`src/rtl/sccb_init_sequencer_if.sv`:
```
// Bus between the init sequencer, its config ROM and the SCCB master.
// The master modport is the sequencer side; the slave modport is the ROM/SCCB side.
interface sccb_init_sequencer_if #(
    parameter int ROM_AW = 8
);
    logic [ROM_AW-1:0] rom_addr;
    logic [15:0]       rom_data;
    logic              sccb_start;
    logic [23:0]       sccb_indata;
    logic              sccb_done;

    modport master (
        output rom_addr, sccb_start, sccb_indata,
        input  rom_data, sccb_done
    );

    modport slave (
        input  rom_addr, sccb_start, sccb_indata,
        output rom_data, sccb_done
    );
endinterface

```
`src/rtl/sccb_init_sequencer.sv`:
```
// Walks a camera register table and issues each entry as one SCCB write,
// with delay entries, per-write timeout and an overrun halt.
module sccb_init_sequencer #(
    parameter logic [7:0] SLAVE_ADDR = 8'h42,
    parameter int ROM_AW     = 8,
    parameter int PWR_WAIT   = 400,
    parameter int GAP_CYCLES = 4,
    parameter int DELAY_UNIT = 400,
    parameter int TIMEOUT    = 1023
) (
    input  logic                  clk,
    input  logic                  rst,
    input  logic                  rerun,
    sccb_init_sequencer_if.master bus,
    output logic                  busy,
    output logic                  init_done,
    output logic                  err,
    output logic [7:0]            err_count
);
    typedef enum logic [3:0] {
        PWR, FETCH, DECODE, ISSUE, WAIT, GAP, DLY, DONE, ERR_HALT
    } state_t;

    state_t            state_q, state_d;
    logic [31:0]       cnt_q, cnt_d;
    logic [ROM_AW-1:0] rom_addr_q, rom_addr_d;
    logic              start_q, start_d;
    logic [23:0]       indata_q, indata_d;
    logic              busy_q, busy_d;
    logic              init_done_q, init_done_d;
    logic              err_q, err_d;
    logic [7:0]        err_count_q, err_count_d;
    logic              adv;

    always_comb begin
        state_d     = state_q;
        cnt_d       = cnt_q;
        rom_addr_d  = rom_addr_q;
        start_d     = 1'b0;
        indata_d    = indata_q;
        busy_d      = busy_q;
        init_done_d = init_done_q;
        err_d       = err_q;
        err_count_d = err_count_q;
        adv         = 1'b0;

        case (state_q)
            PWR: begin
                if (cnt_q >= 32'(PWR_WAIT - 1)) begin
                    cnt_d   = '0;
                    state_d = FETCH;
                end else begin
                    cnt_d = cnt_q + 32'd1;
                end
            end
            FETCH: state_d = DECODE;
            DECODE: begin
                if (bus.rom_data == 16'hFFFF) begin
                    state_d     = DONE;
                    busy_d      = 1'b0;
                    init_done_d = 1'b1;
                end else if (bus.rom_data[15:8] == 8'hFE) begin
                    if (bus.rom_data[7:0] == 8'h00) begin
                        adv = 1'b1;
                    end else begin
                        cnt_d   = 32'(bus.rom_data[7:0]) * 32'(DELAY_UNIT);
                        state_d = DLY;
                    end
                end else begin
                    indata_d = {SLAVE_ADDR, bus.rom_data};
                    start_d  = 1'b1;
                    state_d  = ISSUE;
                end
            end
            ISSUE: begin
                cnt_d   = '0;
                state_d = WAIT;
            end
            WAIT: begin
                // done wins over a timeout landing in the same cycle
                if (bus.sccb_done) begin
                    cnt_d   = '0;
                    state_d = GAP;
                end else if (cnt_q >= 32'(TIMEOUT - 1)) begin
                    err_d = 1'b1;
                    if (err_count_q != 8'hFF) err_count_d = err_count_q + 8'd1;
                    cnt_d   = '0;
                    state_d = GAP;
                end else begin
                    cnt_d = cnt_q + 32'd1;
                end
            end
            GAP: begin
                if (cnt_q >= 32'(GAP_CYCLES - 1)) adv = 1'b1;
                else                               cnt_d = cnt_q + 32'd1;
            end
            DLY: begin
                if (cnt_q <= 32'd1) adv = 1'b1;
                else                cnt_d = cnt_q - 32'd1;
            end
            DONE, ERR_HALT: begin
                if (rerun) begin
                    rom_addr_d  = '0;
                    init_done_d = 1'b0;
                    busy_d      = 1'b1;
                    cnt_d       = '0;
                    state_d     = PWR;
                end
            end
            default: state_d = PWR;
        endcase

        // Stepping past the last table slot without an end marker is an overrun.
        if (adv) begin
            cnt_d = '0;
            if (rom_addr_q == '1) begin
                state_d     = ERR_HALT;
                err_d       = 1'b1;
                busy_d      = 1'b0;
                init_done_d = 1'b0;
            end else begin
                rom_addr_d = rom_addr_q + 1'b1;
                state_d    = FETCH;
            end
        end
    end

    always_ff @(posedge clk or posedge rst) begin
        if (rst) begin
            state_q     <= PWR;
            cnt_q       <= '0;
            rom_addr_q  <= '0;
            start_q     <= 1'b0;
            indata_q    <= '0;
            busy_q      <= 1'b1;
            init_done_q <= 1'b0;
            err_q       <= 1'b0;
            err_count_q <= '0;
        end else begin
            state_q     <= state_d;
            cnt_q       <= cnt_d;
            rom_addr_q  <= rom_addr_d;
            start_q     <= start_d;
            indata_q    <= indata_d;
            busy_q      <= busy_d;
            init_done_q <= init_done_d;
            err_q       <= err_d;
            err_count_q <= err_count_d;
        end
    end

    assign bus.rom_addr    = rom_addr_q;
    assign bus.sccb_start  = start_q;
    assign bus.sccb_indata = indata_q;
    assign busy            = busy_q;
    assign init_done       = init_done_q;
    assign err             = err_q;
    assign err_count       = err_count_q;
endmodule

```
`src/flat_wrapper.sv`:
```
// flat-port wrapper written by rule: the top's interface ports become plain ports
module sccb_init_sequencer_flat 
#(
    parameter logic [7:0] SLAVE_ADDR = 8'h42,
    parameter int ROM_AW     = 8,
    parameter int PWR_WAIT   = 400,
    parameter int GAP_CYCLES = 4,
    parameter int DELAY_UNIT = 400,
    parameter int TIMEOUT    = 1023
)
  (clk, rst, rerun, busy, init_done, err, err_count, bus_rom_addr, bus_sccb_start, bus_sccb_indata, bus_rom_data, bus_sccb_done);
  sccb_init_sequencer_if #(.ROM_AW(ROM_AW)) bus_i ();
  input  logic clk;
  input  logic rst;
  input  logic rerun;
  output logic busy;
  output logic init_done;
  output logic err;
  output logic [7:0] err_count;
  output wire logic [$bits(bus_i.rom_addr)-1:0] bus_rom_addr;
  output wire logic [$bits(bus_i.sccb_start)-1:0] bus_sccb_start;
  output wire logic [$bits(bus_i.sccb_indata)-1:0] bus_sccb_indata;
  input wire logic [$bits(bus_i.rom_data)-1:0] bus_rom_data;
  input wire logic [$bits(bus_i.sccb_done)-1:0] bus_sccb_done;
  assign bus_rom_addr = bus_i.rom_addr;
  assign bus_sccb_start = bus_i.sccb_start;
  assign bus_sccb_indata = bus_i.sccb_indata;
  assign bus_i.rom_data = bus_rom_data;
  assign bus_i.sccb_done = bus_sccb_done;
  sccb_init_sequencer #(.SLAVE_ADDR(SLAVE_ADDR), .ROM_AW(ROM_AW), .PWR_WAIT(PWR_WAIT), .GAP_CYCLES(GAP_CYCLES), .DELAY_UNIT(DELAY_UNIT), .TIMEOUT(TIMEOUT)) u_core (.clk(clk), .rst(rst), .rerun(rerun), .bus(bus_i), .busy(busy), .init_done(init_done), .err(err), .err_count(err_count));
endmodule
```
`config.mk`:
```
export PLATFORM = sky130hd
export DESIGN_NAME = sccb_init_sequencer_flat
export DESIGN_NICKNAME = d
export VERILOG_FILES = /design/src/rtl/sccb_init_sequencer_if.sv /design/src/rtl/sccb_init_sequencer.sv /design/src/flat_wrapper.sv
export SDC_FILE = /design/constraint.sdc
export NUM_CORES = 1
export LEC_CHECK = 0
export CORE_UTILIZATION = 30
export CTS_CLUSTER_SIZE = 12
export DETAILED_ROUTE_END_ITERATION = 10
export PLACE_DENSITY_LB_ADDON = 0.2
export SLEW_MARGIN = 20
export SYNTH_ARGS = -nofsm -noshare
export SYNTH_HDL_FRONTEND = slang
export SYNTH_SLANG_ARGS = --single-unit
```
`constraint.sdc`:
```
create_clock -name clk -period 6.4 [get_ports clk]
set_input_delay 1.92 -clock clk [delete_from_list [all_inputs] [get_ports clk]]
set_output_delay 1.92 -clock clk [all_outputs]
set_load 0.02 [all_outputs]
```
Word-level counts from Yosys, hierarchy flattened
Index checks and enable logic that the tools add are counted.

Register bits: 73. Input port bits: 20. Logic and storage cells: 101. Output and inout bits: 44.

Multiplexer cells: 49. Order comparisons: 4. Multiply operators: 1. Bitwise logic cells: 3. Reductions and logical operators: 9. Equality and inequality tests: 22. Add/sub/neg operators: 4.

Operator list (count): two-way mux 32 bit (10); one-hot mux 32 bit (7 select lines) (1); two-way mux 4 bit (9); adder 32 x 1 -> 32 bit, second input constant (1); >= comparator 32 x 10 -> 1 bit, second input constant (1); >= comparator 32 x 2 -> 1 bit, second input constant (1); >= comparator 32 x 9 -> 1 bit, second input constant (1); less-or-equal comparator 32 x 1 -> 1 bit, second input constant (1); two-way mux 8 bit (4); subtractor 32 x 1 -> 32 bit, second input constant (1); one-hot mux 4 bit (7 select lines) (1); two-way mux 1 bit (21); adder 8 x 1 -> 8 bit, second input constant (2); equality test 16 bit, second input constant (1); equality test 4 x 3 -> 1 bit, second input constant (4); equality test 8 bit, second input constant (2); != test 3 x 2 -> 1 bit, second input constant (5); multiplier 8 x 5 -> 13 bit, second input constant (1); equality test 4 x 2 -> 1 bit, second input constant (2); zero test 8 bit (1); != test 8 bit, second input constant (1); nonzero test 8 bit (1); AND reduction 7 bit (1); != test 3 x 1 -> 1 bit, second input constant (2); 13 further kinds (17).

Longest topological paths before layout
Gate-level depths: netlist of run 1.

Depth in word-level cells: 7. Mapped depth: 14. Depth with buffers taken out: 14.

Least setup slack after synthesis of run 1
OpenSTA, ideal clock, no wires.

Kind: input to register. From: input port bus_rom_data[2]. To: register u_core.cnt_q[15]. Slack: 1557 ps. Arrival time: 4722 ps. Data required time: 6279 ps. Setup time: 121 ps. Stages: 14. Path buffers: 0. Path through: inv_1 > ha_1 > ha_1 > inv_1 > fa_1 > inv_1 > ha_1 > o21ai_0 > o21bai_1 > a2111oi_0 > nor2_1 > xor2_1 > a221o_1 > a22o_1.

Cells in the longest elaborated chain, start to end: 7. Elaborated cells between the ends (all ways): 20. Those cells by class: mul: 1; eq/ne: 7; mux: 9; reduce/logical: 3.

Ends and longest elaborated chain: from (decl) (line flat_wrapper.sv:23) `input wire logic [$bits(bus_i.rom_data)-1:0] bus_rom_data;`; branches (longest 7 deep; another with multiplier 8 x 5 -> 13 bit); to (signal assigned) (line sccb_init_sequencer.sv:141) `cnt_q <= cnt_d;`; to (decl) (line sccb_init_sequencer.sv:25) `logic [31:0] cnt_q, cnt_d;`.

Parallel ways; which one is timed is not known. The select of a mux whose other input is x is not followed. A chain may end at the register's enable or synchronous reset.

Worst setup path after layout of run 1
From: input port bus_rom_data[3]. To: register u_core.cnt_q[15].

The elaborated chain is that of the path after synthesis.

==> impl_results.md, run 1 <==
- Max Root-Sink Buffers: 2
- Top cells by count, synth: dfrtp_1 (72), nor2_1 (48), inv_1 (42), ha_1 (39), nand2_1 (30)
- Initial core utilization: 0.310
- Die area: 19300 um^2
- Hold buffer count at cts: 0
- Total core area: 18100 um^2
- Mapped Area: 5620 um^2
- Pwr dens: 514 nW/um^2
- Failing checks: DRC
- Synthesis-to-finish area growth: 18.2%
- Hold Path Depth: 1
- Setup TNS Final: 0 ps
- Top-count cell post-synth: dfrtp_1
- Max VDD drop: 0.000216 V
- RSZ-0062 raised after global routing: no
- Reg2reg start: u_core.cnt_q[10]
- Row count: 49
- I/O pins: 64
- Status: finished, violations left
- Reg2reg end: u_core.cnt_q[13]
- Period utilization: 0.843
- GP Congestion: 0.843
- Hold_sp: u_core.err_count[7]
- Total global routing overflow: 0
- Static leakage: 2.78 nW
- Post CTS Setup Buffer Count: 0
- CTS buffer count: 9
- Hold Path Class: reg -> reg
- Die X: 139 um
- Initial DRC count: 377
- Sequential fraction of the synthesis area: 0.325
- Hold Vio Cnt, Final: 0
- Vias in the first global route: 5140
- Final Core Density: 0.366
- Post-route ant nets: 0
- Die Ht: 139 um
- Largest cells by area after synthesis: dfrtp_1 (32%), ha_1 (8.7%), xnor2_1 (3.4%), mux2_2 (3.2%), nor2_1 (3.2%)
- FF-to-FF path depth: 7
- Slew HR: 0.374
- Clock Latency Late Sink: 350 ps
- Diodes inserted: 0
- F_max: 185 MHz
- Crit end category: flop
- Startpoint types: input port
- Mean Syn Cell Area: 8.85 um^2
- Routed WL per cell: 17.8 um
- Final Skew: 13.4 ps
- TritonCTS clock tree: yes
- Cells after Synth: 635
- Synth area leader: dfrtp_1
- CP Max Fanout: 5
- Worst-margin pin slew: 940 ps
- First-pass GRT wire length: 27300 um
- Post-synth EDFFs: 0
- Share of cells above drive strength 1: 0.0948
- Fin nets: 732
- Fraction of registers with async set/reset: 1.00
- PostCTS Resize Cnt: 0
- Drt pass-1 iters: 8
- Vias per inst: 5.61
- Flop and latch count out of synthesis: 73
- Count of pins over their slew limit: 0
- Sink Count: 73
- Synth warnings: 0
- Tmin final: 5390 ps
- Clock-pin slew on the worst setup and hold paths: 70 ps
- Initial antenna violation count: 0
- H-tree Lvls: 3
- Largest net degree at the start of global routing: 42
- Post-synth cell types: 77
- Critical path class: in -> reg
- Hold EP: u_core.err_count[7]
- Max-Cap Viols: 0
- Gr usage total: 0.176
- R2r setup slk: 2790 ps
- HPWL after DPL: 11600 um
- Top FF cell, synth: dfrtp_1
- Post-Route WL: 16100 um
- Via count: 5071
- Input/output buffers: 57
- Remaining DRCs: 3
- Worst EP arrival: 5640 ps
- Share of the synthesized area in the top cell type: 0.321
- CTS root buf: clkbuf_16
- CP required: 6640 ps
- Final setup fails: 0
## worst max-delay path, cell delays in order
cell and delay (ps):
clkdlybuf4s50_1 580, inv_1 80, ha_1 280, ha_1 280, inv_1 50, fa_1 490
inv_1 40, ha_1 340, o21ai_0 230, o21bai_1 110, a2111oi_0 470, nor2_1 110
xor2_1 170, a221o_1 290, a22o_1 180
## cells by family after synthesis
group,count (synthesis),share of synthesized area
compound gates,156,0.202
simple gates,227,0.221
xor+xnor,32,0.0499
flops,73,0.325
buf+inv,85,0.0659
other cells,1,0.000668
mux,19,0.0374
fa+ha+maj,42,0.0976
## where the power goes
part / switching (mW) / leakage [nW] / internal (mW)
logic: 1.22 / 1.69 / 0.823
clock network: 0.217 / 0.143 / 0.305
registers: 0.227 / 0.947 / 0.619
## registers in the layout, summed over array words and instances, names as in the netlist
register and count:
u_core.bus.rom_addr 8, u_core.bus.sccb_start 1, u_core.cnt_q 32, u_core.bus.sccb_indata 17, u_core.init_done 1, u_core.err 1
u_core.state_q 4, u_core.busy 1, u_core.err_count 8
## how the worst max path moves through the flow
stage | startpoint | end | slack [ps] | cells past startpoint
global placement | bus_rom_data[2] | u_core.cnt_q[15] | 780 | 15
floorplan | bus_rom_data[2] | u_core.cnt_q[15] | 1560 | 14
detailed placement | bus_rom_data[2] | u_core.cnt_q[15] | 680 | 15
global route | bus_rom_data[2] | u_core.cnt_q[15] | 770 | 15
CTS | bus_rom_data[2] | u_core.cnt_q[15] | 1030 | 15
finish | bus_rom_data[3] | u_core.cnt_q[15] | 1010 | 15
## cell usage in the layout, fill, tap and decap left out, drive strengths merged, types with 10 or more instances in the layout
| cell | n |
|---|---|
| dfrtp | 72 |
| clkdlybuf4s50 | 57 |
| nor2 | 49 |
| inv | 45 |
| ha | 39 |
| nand2 | 31 |
| o21ai | 28 |
| nor3 | 24 |
| nand3 | 22 |
| xnor2 | 22 |
| a21oi | 21 |
| nand4 | 18 |
| mux2 | 16 |
| and3 | 15 |
| o22ai | 14 |
| or2 | 11 |
| nor4 | 11 |
| or3 | 10 |
| xor2 | 10 |
| a31oi | 10 |
## final cells by class
| cell class | count | area, um^2 |
|---|---|---|
| inverter | 42 | 158 |
| multi-input combinational | 482 | 3460 |
| timing repair buffer | 62 | 608 |
| clock buffer | 9 | 225 |
| fill | 1877 | 11500 |
| clock inverter | 7 | 76.3 |
| tap | 229 | 287 |
| sequential | 73 | 1830 |
## per-layer routing
| layer | share of wire | GRT usage | vias to the layer above |
|---|---|---|---|
| li1 | - | - | 2422 |
| met1 | 0.46 | 0.226 | 2472 |
| met2 | 0.46 | 0.286 | 148 |
| met3 | 0.049 | 0.0380 | 29 |
| met4 | 0.028 | 0.0749 | 0 |
| met5 | 0 | 0 | - |
## stage by stage
| stage | setup slack (ps) | power (mW) | hold WS (ps) | instance area [um^2] | std cells |
|---|---|---|---|---|---|
| 2_1_floorplan | 1560 | 2.29 | 478 | 5640 | 640 |
| 3_3_place_gp | 781 | 2.85 | 476 | 6340 | 888 |
| 3_5_place_dp | 678 | 2.87 | 489 | 6340 | 888 |
| 4_1_cts | 1030 | 3.42 | 504 | 6640 | 904 |
| 5_1_grt | 766 | 3.67 | 516 | 6640 | 904 |
| 6_report | 1010 | 3.41 | 495 | 6640 | 904 |
Power figures use the tool's default switching activity.
==> run 2: changes to the inputs <==
==> constraint.sdc (replaced) <==
create_clock -name clk -period 5.25 [get_ports clk]
set_input_delay 1.575 -clock clk [delete_from_list [all_inputs] [get_ports clk]]
set_output_delay 1.575 -clock clk [all_outputs]
set_load 0.02 [all_outputs]
==> run 2 against run 1 <==
The flow still finishes with violations (DRC); utilization rose by 0.37 points; highest routed layer unchanged; critical path depth unchanged; register-to-register slack got worse by 1200 ps; clock-buffer cell count is the same; largest power group unchanged; largest cell class unchanged; die area unchanged.
==> impl_results.md, run 2 (synthesis gave the netlist of run 1 again) <==
- CP Max Fanout: 3
- Die area: 19300 um^2
- Hold Vio Cnt, Final: 0
- Comb power frac: 0.605
- Failing checks: DRC
- H-tree Lvls: 3
- R2r setup slk: 1640 ps
- Static leakage: 2.82 nW
- Clk pwr share: 0.147
- Setup TNS Final: 0 ps
- Worst EP arrival: 5140 ps
- Row count: 49
- Initial DRC count: 444
- F_max: 204 MHz
- Vias per inst: 5.70
- Slew HR: 0.349
- Most frequent cells in the layout: dfrtp_1 (72), clkdlybuf4s50_1 (57), nor2_1 (48)
- Hold EP: u_core.bus.sccb_indata[8]
- PostCTS Resize Cnt: 0
- CTS root buf: clkbuf_16
- Critical path class: in -> reg
- RSZ-0062 raised after global routing: no
- Routed WL per cell: 17.9 um
- Hold_sp: u_core.bus.sccb_indata[8]
- Hold Path Depth: 1
- GP Congestion: 0.862
- Pwr dens: 621 nW/um^2
- Worst-margin pin slew: 976 ps
- Hold Path Class: reg -> reg
- Count of pins over their slew limit: 0
- Sink Count: 73
- Initial antenna violation count: 0
- Reg2reg start: u_core.state_q[0]
- Post-Place Setup Slack: 10.8 ps
- Via count: 5220
- CTS buffer count: 9
- Hold buffer count at cts: 0
- Input/output buffers: 57
- Max Root-Sink Buffers: 2
- Initial core utilization: 0.310
- NetSw: 2.04 mW
- First-pass GRT wire length: 27400 um
- CP required: 5500 ps
- Top reg by flops: u_core.cnt_q
- Total global routing overflow: 0
- Total core area: 18100 um^2
- Largest register FFs: 32
- Vias in the first global route: 5183
- HPWL after DPL: 11800 um
- Share of cells above drive strength 1: 0.109
- Final setup fails: 0
- Die X: 139 um
- Reg2reg end: u_core.cnt_q[30]
- Period utilization: 0.933
- Clock Latency Late Sink: 360 ps
- Most common cell after layout, fill and taps aside: dfrtp_1
- Power Internal: 2.12 mW
- Remaining DRCs: 2
- Sw Ratio: 0.491
- Startpoint types: input port
- Tmin final: 4900 ps
- Post-Route WL: 16400 um
- TritonCTS clock tree: yes
- Final Skew: 12.2 ps
- FF-to-FF path depth: 8
- Clock-pin slew on the worst setup and hold paths: 70 ps
- Drt pass-1 iters: 8
- Crit end category: flop
- Max-Cap Viols: 0
- Status: finished, violations left
- Gr usage total: 0.177
- Max VDD drop: 0.000270 V
- Largest net degree at the start of global routing: 74
- Post CTS Setup Buffer Count: 0
- Post-route ant nets: 0
- Synthesis-to-finish area growth: 19.4%
- Fin nets: 743
- I/O pins: 64
- Diodes inserted: 0
- Die Ht: 139 um
- Worst setup margin: 353 ps
- Register share of total power: 0.248
[run 2: critical path: stages]
cell	delay, ps
clkdlybuf4s50_1	530
inv_1	70
ha_1	280
ha_1	290
inv_1	50
fa_1	500
inv_1	40
ha_1	210
a211oi_1	290
o21bai_1	140
a2111oi_0	430
nor2_1	110
xor2_1	160
a221o_1	290
a22o_1	170
[run 2: through the flow]
stage	util	cell area (um^2)	power, mW	hold WS (ps)	instances
2_1_floorplan	-	5640	2.80	478	640
3_3_place_gp	0.354	6420	3.53	478	899
3_5_place_dp	0.354	6420	3.53	480	899
4_1_cts	0.370	6710	4.17	499	915
5_1_grt	0.370	6710	4.46	516	915
6_report	0.370	6710	4.16	494	915
[run 2: metal layers]
| metal | routed length [um] | global-route usage | share of wire | vias up |
|---|---|---|---|---|
| met3 | 796 | 0.0328 | 0.048 | 28 |
| li1 | - | - | - | 2456 |
| met5 | 0 | 0 | 0 | - |
| met4 | 365 | 0.0673 | 0.022 | 0 |
| met1 | 7540 | 0.233 | 0.46 | 2554 |
| met2 | 7720 | 0.288 | 0.47 | 182 |
[run 2: cell type report]
cell class | count | area, um^2
Clock inverter | 7 | 61.3
Fill cell | 1857 | 11400
Sequential cell | 73 | 1830
Inverter | 42 | 158
Clock buffer | 9 | 225
Timing Repair Buffer | 73 | 691
Multi-Input combinational cell | 482 | 3460
Tap cell | 229 | 287
[run 2: how the worst max path moves through the flow]
stage | cells past startpoint | from | to
3_5_place_dp | 15 | bus_rom_data[3] | u_core.cnt_q[15]
2_1_floorplan | 14 | bus_rom_data[2] | u_core.cnt_q[15]
6_report | 15 | bus_rom_data[3] | u_core.cnt_q[15]
3_3_place_gp | 15 | bus_rom_data[3] | u_core.cnt_q[15]
4_1_cts | 15 | bus_rom_data[3] | u_core.cnt_q[15]
5_1_grt | 15 | bus_rom_data[3] | u_core.cnt_q[15]
[run 2: power by group through the flow]
stage,Sequential [mW],Clock (mW),Combinational [mW]
floorplan,0.999,0,1.80
global placement,1.03,0,2.50
detailed placement,1.03,0,2.50
CTS,1.03,0.630,2.52
global route,1.07,0.646,2.75
finish,1.03,0.612,2.52
==> patch 1 (config.mk and constraints of run 2) <==
`ROM_AW` is set to 8 in 3 places; all go to 9.
--- a/src/rtl/sccb_init_sequencer_if.sv
+++ b/src/rtl/sccb_init_sequencer_if.sv
@@ -3,3 +3,3 @@
 interface sccb_init_sequencer_if #(
-    parameter int ROM_AW = 8
+    parameter int ROM_AW = 9
 );
--- a/src/rtl/sccb_init_sequencer.sv
+++ b/src/rtl/sccb_init_sequencer.sv
@@ -4,3 +4,3 @@
     parameter logic [7:0] SLAVE_ADDR = 8'h42,
-    parameter int ROM_AW     = 8,
+    parameter int ROM_AW     = 9,
     parameter int PWR_WAIT   = 400,
--- a/src/flat_wrapper.sv
+++ b/src/flat_wrapper.sv
@@ -4,3 +4,3 @@
     parameter logic [7:0] SLAVE_ADDR = 8'h42,
-    parameter int ROM_AW     = 8,
+    parameter int ROM_AW     = 9,
     parameter int PWR_WAIT   = 400,
Ports: changed (resized bus_rom_addr); port bits go from 64 to 65. The function was not compared with the original's and may differ.
==> patch 1 against run 2 <==
Worst hold slack worse by 8.7 ps; routed wire length is 6.0% higher; final area is 3.9% higher; core utilization is 0.20 points lower; power is 2.3% lower; global-route usage is 0.28 points higher; sequential cell count is 1 higher; worst setup slack worse by 40 ps; synthesized area is 4.8% higher; highest routed layer unchanged.
==> patch 1: results (changes against run 2) <==
number of global-route vias before repair = 5,348 (+3.2%)
register area share after synthesis = 31.5% (-1.1 points)
library cells used by synthesis = 85 (+10%)
routed vias/inst = 5.63 (-1.3%)
Hold Startpoint = u_core.bus.sccb_indata[6]
Synth top cells by count = dfrtp_1 (73), nand2_1 (63), nor2_1 (42)
pin count of the biggest net entering global routing = 52 (-30%)
run status = finished clean
GRT Overall Usage = 18.0% (+0.28 points)
crit-path max cell delay = 510 ps (-20 ps)
Post-Syn Instances = 666 (+4.9%)
placed cell count = 958 (+6.6%)
layout cell share with drive strength beyond 1 = 9.66% (-1.3 points)
detailed placer's ending HPWL = 12,700 µm (+8.0%)
Initial DRC Count = 562 (+27%)
first-pass GRT wire length = 28,400 µm (+3.6%)
Worst EP arrival = 5170 ps (+30 ps)
VDD IR max = 0.000287 V (+6.2%)
Post-Place Setup Slack = -5.24 ps (-16.0 ps)
Placer Congestion = 0.867 (+0.64%)
largest cells by area after synthesis = dfrtp_1 (31%), ha_1 (8.7%), nand2_1 (4.0%)
RR Startpoint = u_core.state_q[1]
critical path fanouts, max = 5 (+2)
Layout Nets = 773 (+4.0%)
leakage power = 2.89 nW (+2.3%)
final std cells w/o fill = 974 (+6.4%)
==> patch 1: where the power goes <==
group	total [mW]	internal [mW]	switching [mW]
registers	1.05	0.758	0.288
clock network	0.609	0.328	0.281
logic	2.41	0.940	1.47
total	4.07	2.03	2.04
==> patch 1: layout make-up <==
type | instances | area (µm²)
fillers | 1922 | 12000
flip-flops and latches | 74 | 1850
clock inverters | 7 | 60.1
inverters | 29 | 110
repair buffers | 75 | 708
multi-input cells | 520 | 3690
well taps | 260 | 325
clock buffers | 9 | 225
==> patch 1: path summary, 6_finish.rpt <==
check | to | slack (ps) | cells after the start
setup reg to reg | u_core.bus.rom_addr[3] | 1910 | 7
setup / recovery | u_core.cnt_q[15] | 310 | 15
min in group asynchronous | u_core.cnt_q[26] | 1730 | 2
max in group asynchronous | u_core.cnt_q[7] | 2650 | 3
hold / removal | u_core.bus.sccb_indata[6] | 480 | 1
hold reg to reg | u_core.bus.sccb_indata[6] | 480 | 1
==> patch 1: metrics by stage <==
| stage | setup TNS [ps] | util, % | cell area, µm² |
|---|---|---|---|
| 6_report | 0 | 36.8 | 6970 |
| 5_1_grt | 0 | 36.8 | 6970 |
| 4_1_cts | 0 | 36.8 | 6970 |
| 3_5_place_dp | -5.24 | 35.3 | 6680 |
| 3_3_place_gp | 0 | 35.3 | 6680 |
| 2_1_floorplan | 0 | - | 5900 |
==> patch 1: worst max-delay path, delay by kind of cell <==
family                     cells  cell delay (ps)
buffers and inverters          4              660
xor gates and xnor gates       1              160
and+or+nand+nor                1              110
adders and majority gates      4             1320
AOI/OAI and AO/OA              5             1360
==> patch 1: cell families (layout without fill, tap and decap cells) <==
kind of cell | Yosys count | after routing | share of synthesized area, %
other | 1 | 6 | 0.0637
AND/OR/NAND/NOR | 260 | 260 | 24.9
XOR/XNOR | 29 | 29 | 4.32
multiplexers | 21 | 21 | 3.91
adder cells (fa/ha/maj) | 44 | 44 | 9.74
AO/OA/AOI/OAI | 160 | 160 | 19.4
buffers and inverters | 77 | 120 | 6.19
flip-flops | 74 | 74 | 31.5
==> patch 1: layer usage <==
| metal | part of all wire (%) | track usage, % | up-vias |
|---|---|---|---|
| li1 | - | - | 2563 |
| met3 | 5.9 | 3.47 | 28 |
| met4 | 2.2 | 6.79 | 0 |
| met5 | 0 | 0 | - |
| met1 | 45 | 23.8 | 2663 |
| met2 | 47 | 29.0 | 230 |
==> patch 2 (flow settings as in run 2) <==
Made on the original files. The 9 states of `state_t` get a one-hot encoding in 9 bits.
--- a/src/rtl/sccb_init_sequencer.sv
+++ b/src/rtl/sccb_init_sequencer.sv
@@ -19,4 +19,4 @@
 );
-    typedef enum logic [3:0] {
-        PWR, FETCH, DECODE, ISSUE, WAIT, GAP, DLY, DONE, ERR_HALT
+    typedef enum logic [8:0] {
+        PWR = 9'b000000001, FETCH = 9'b000000010, DECODE = 9'b000000100, ISSUE = 9'b000001000, WAIT = 9'b000010000, GAP = 9'b000100000, DLY = 9'b001000000, DONE = 9'b010000000, ERR_HALT = 9'b100000000
     } state_t;
Behaviour: no difference found for any inputs over 10 cycles, from zero or initial values and one cycle with rst high; not proved beyond that.
==> patch 2 against run 2 <==
Via count is 7.0% higher; worst hold slack worse by 21 ps; final area is 7.0% higher; critical path type unchanged; sequential share of layout area hardly changed; count of clock-buffer cells in the layout is 1 higher; cell count is 9.8% higher; routed wire length is 9.7% higher; sequential cell count is 5 higher; worst setup slack better by 280 ps; global-route usage is 0.28 points lower; synthesized area is 9.2% higher.
Power is left out: it rests on default switching activity, and per cell area and clock period it moved more than threefold.
==> patch 2: results (changes against run 2) <==
Worst Hold Path EP = u_core.err
adder-cell share of the synthesized area = 9.14% (-0.61 points)
Hold Startpoint = u_core.err
Layout Nets = 798 (+7.4%)
clock root cell = clkbuf_16
RR Endpoint = u_core.cnt_q[5]
hold slack = 472 ps (-21.2 ps)
GRT Overall Usage = 17.4% (-0.28 points)
grt total ovfl = 0 (unchanged)
Top FF cell, synth = dfrtp_1
worst setup skew after layout = 6.33 ps (-5.88 ps)
RR Startpoint = u_core.cnt_q[28]
largest family of logic cells by synthesized area = simple AND/OR/NAND/NOR gates
clk_lat worst skew = 350 ps
number of global-route vias before repair = 5,411 (+4.4%)
Clock transition at path regs = 60 ps
Synth Area in Compound Gates = 20.3% (+0.19 points)
final wirelength = 18,000 µm (+9.7%)
mux cell area share after synthesis = 3.80% (+0.053 points)
Largest Register = u_core.cnt_q
max FFs per register = 32 (unchanged)
n_diodes = 0 (unchanged)
DRT Pass-1 Iters = 5 (-3)
largest cells by area after synthesis = dfrtp_1 (31%), ha_1 (8.2%), xnor2_1 (3.6%)
clk buf depth = 2 (unchanged)
detailed placer's ending HPWL = 13,100 µm (+11%)
pin count of the biggest net entering global routing = 58 (-22%)
post-CTS resize count = 0 (unchanged)
post-CTS setup buffers = 0 (unchanged)
Post-Place Setup Slack = 263 ps (+252 ps)
detailed-route via count = 5,585 (+7.0%)
CTS Buf Count = 9 (unchanged)
reg2reg setup slack = 1380 ps (-260 ps)
share of flip-flops with an asynchronous set or reset = 100% (unchanged)
initial antenna violation count = 0 (unchanged)
first-pass GRT wire length = 29,500 µm (+7.7%)
layout cell share with drive strength beyond 1 = 10.7% (-0.26 points)
run status = finished clean
Synth top cells by count = dfrtp_1 (76), nand2_1 (57), ha_1 (40), nor2_1 (40), o21ai_0 (39)
worst min path class = flop to flop
library cells used by synthesis = 80 (+3.9%)
YS warnings = 0 (unchanged)
Initial DRC Count = 494 (+11%)
slew margin rel. = 36.0% (+1.0 points)
H-tree levels = 3 (unchanged)
Placer Congestion = 0.886 (+2.8%)
PortBufs = 57 (unchanged)
Hold Path Depth = 1 (unchanged)
Post-DP Area = 0.00687 mm² (+7.1%)
post-synthesis xor/xnor area fraction = 5.00% (+0.010 points)
Worst EP arrival = 4860 ps (-280 ps)
critical path fanouts, max = 5 (+2)
register area share after synthesis = 31.9% (-0.67 points)
Worst R2R Path Depth = 7 (-1)
-- patch 2: cell count changes in the layout (fill, tap and decap cells not counted), sizes merged, moves of 5 or more --
cell and change:
inv -11, a221o -8, a21o +6, and3 -5, nor2 -8, nor4 +11, a21oi +15, o31ai -5
o21ai +19, buf -8, nand2 +27
-- patch 2: per-stage QoR --
step,instances,utilization (%)
after floorplan,710,-
after global routing,1005,36.4
after global placement,989,34.9
after CTS,1005,36.4
final,1005,36.4
after detailed placement,989,34.9
-- patch 2: worst max path at each step --
stage / startpoint / depth (start not counted) / slack (ps) / to
4_1_cts: bus_rom_data[2] / 15 / 620 / u_core.cnt_q[14]
3_3_place_gp: bus_rom_data[2] / 15 / 330 / u_core.cnt_q[14]
3_5_place_dp: bus_rom_data[2] / 15 / 260 / u_core.cnt_q[14]
2_1_floorplan: bus_rom_data[2] / 14 / 1080 / u_core.cnt_q[14]
5_1_grt: bus_rom_data[2] / 15 / 450 / u_core.cnt_q[14]
6_report: bus_rom_data[2] / 14 / 630 / u_core.cnt_q[13]
-- patch 2: layout make-up --
class / count / area (µm²)
Inverter: 33 / 126
Sequential cell: 78 / 1950
Multi-Input combinational cell: 548 / 3830
Timing Repair Buffer: 65 / 631
Tap cell: 265 / 332
Fill cell: 2042 / 12500
Clock buffer: 10 / 229
Clock inverter: 6 / 71.3
-- patch 2: critical path: stages --
cell	delay, ps
clkdlybuf4s50_1	580
inv_1	70
ha_1	300
ha_1	280
inv_1	50
fa_1	490
inv_1	40
ha_1	320
a21oi_1	270
o211ai_1	160
xor2_1	160
a221oi_1	290
a21oi_1	110
a21o_1	160
-- patch 2: metal layers --
metal	up-vias	wire length, µm	global-route usage, %
met2	176	8180	27.3
met1	2722	8760	24.6
met4	0	201	5.48
met5	-	0	0
met3	14	867	2.45
li1	2673	-	-
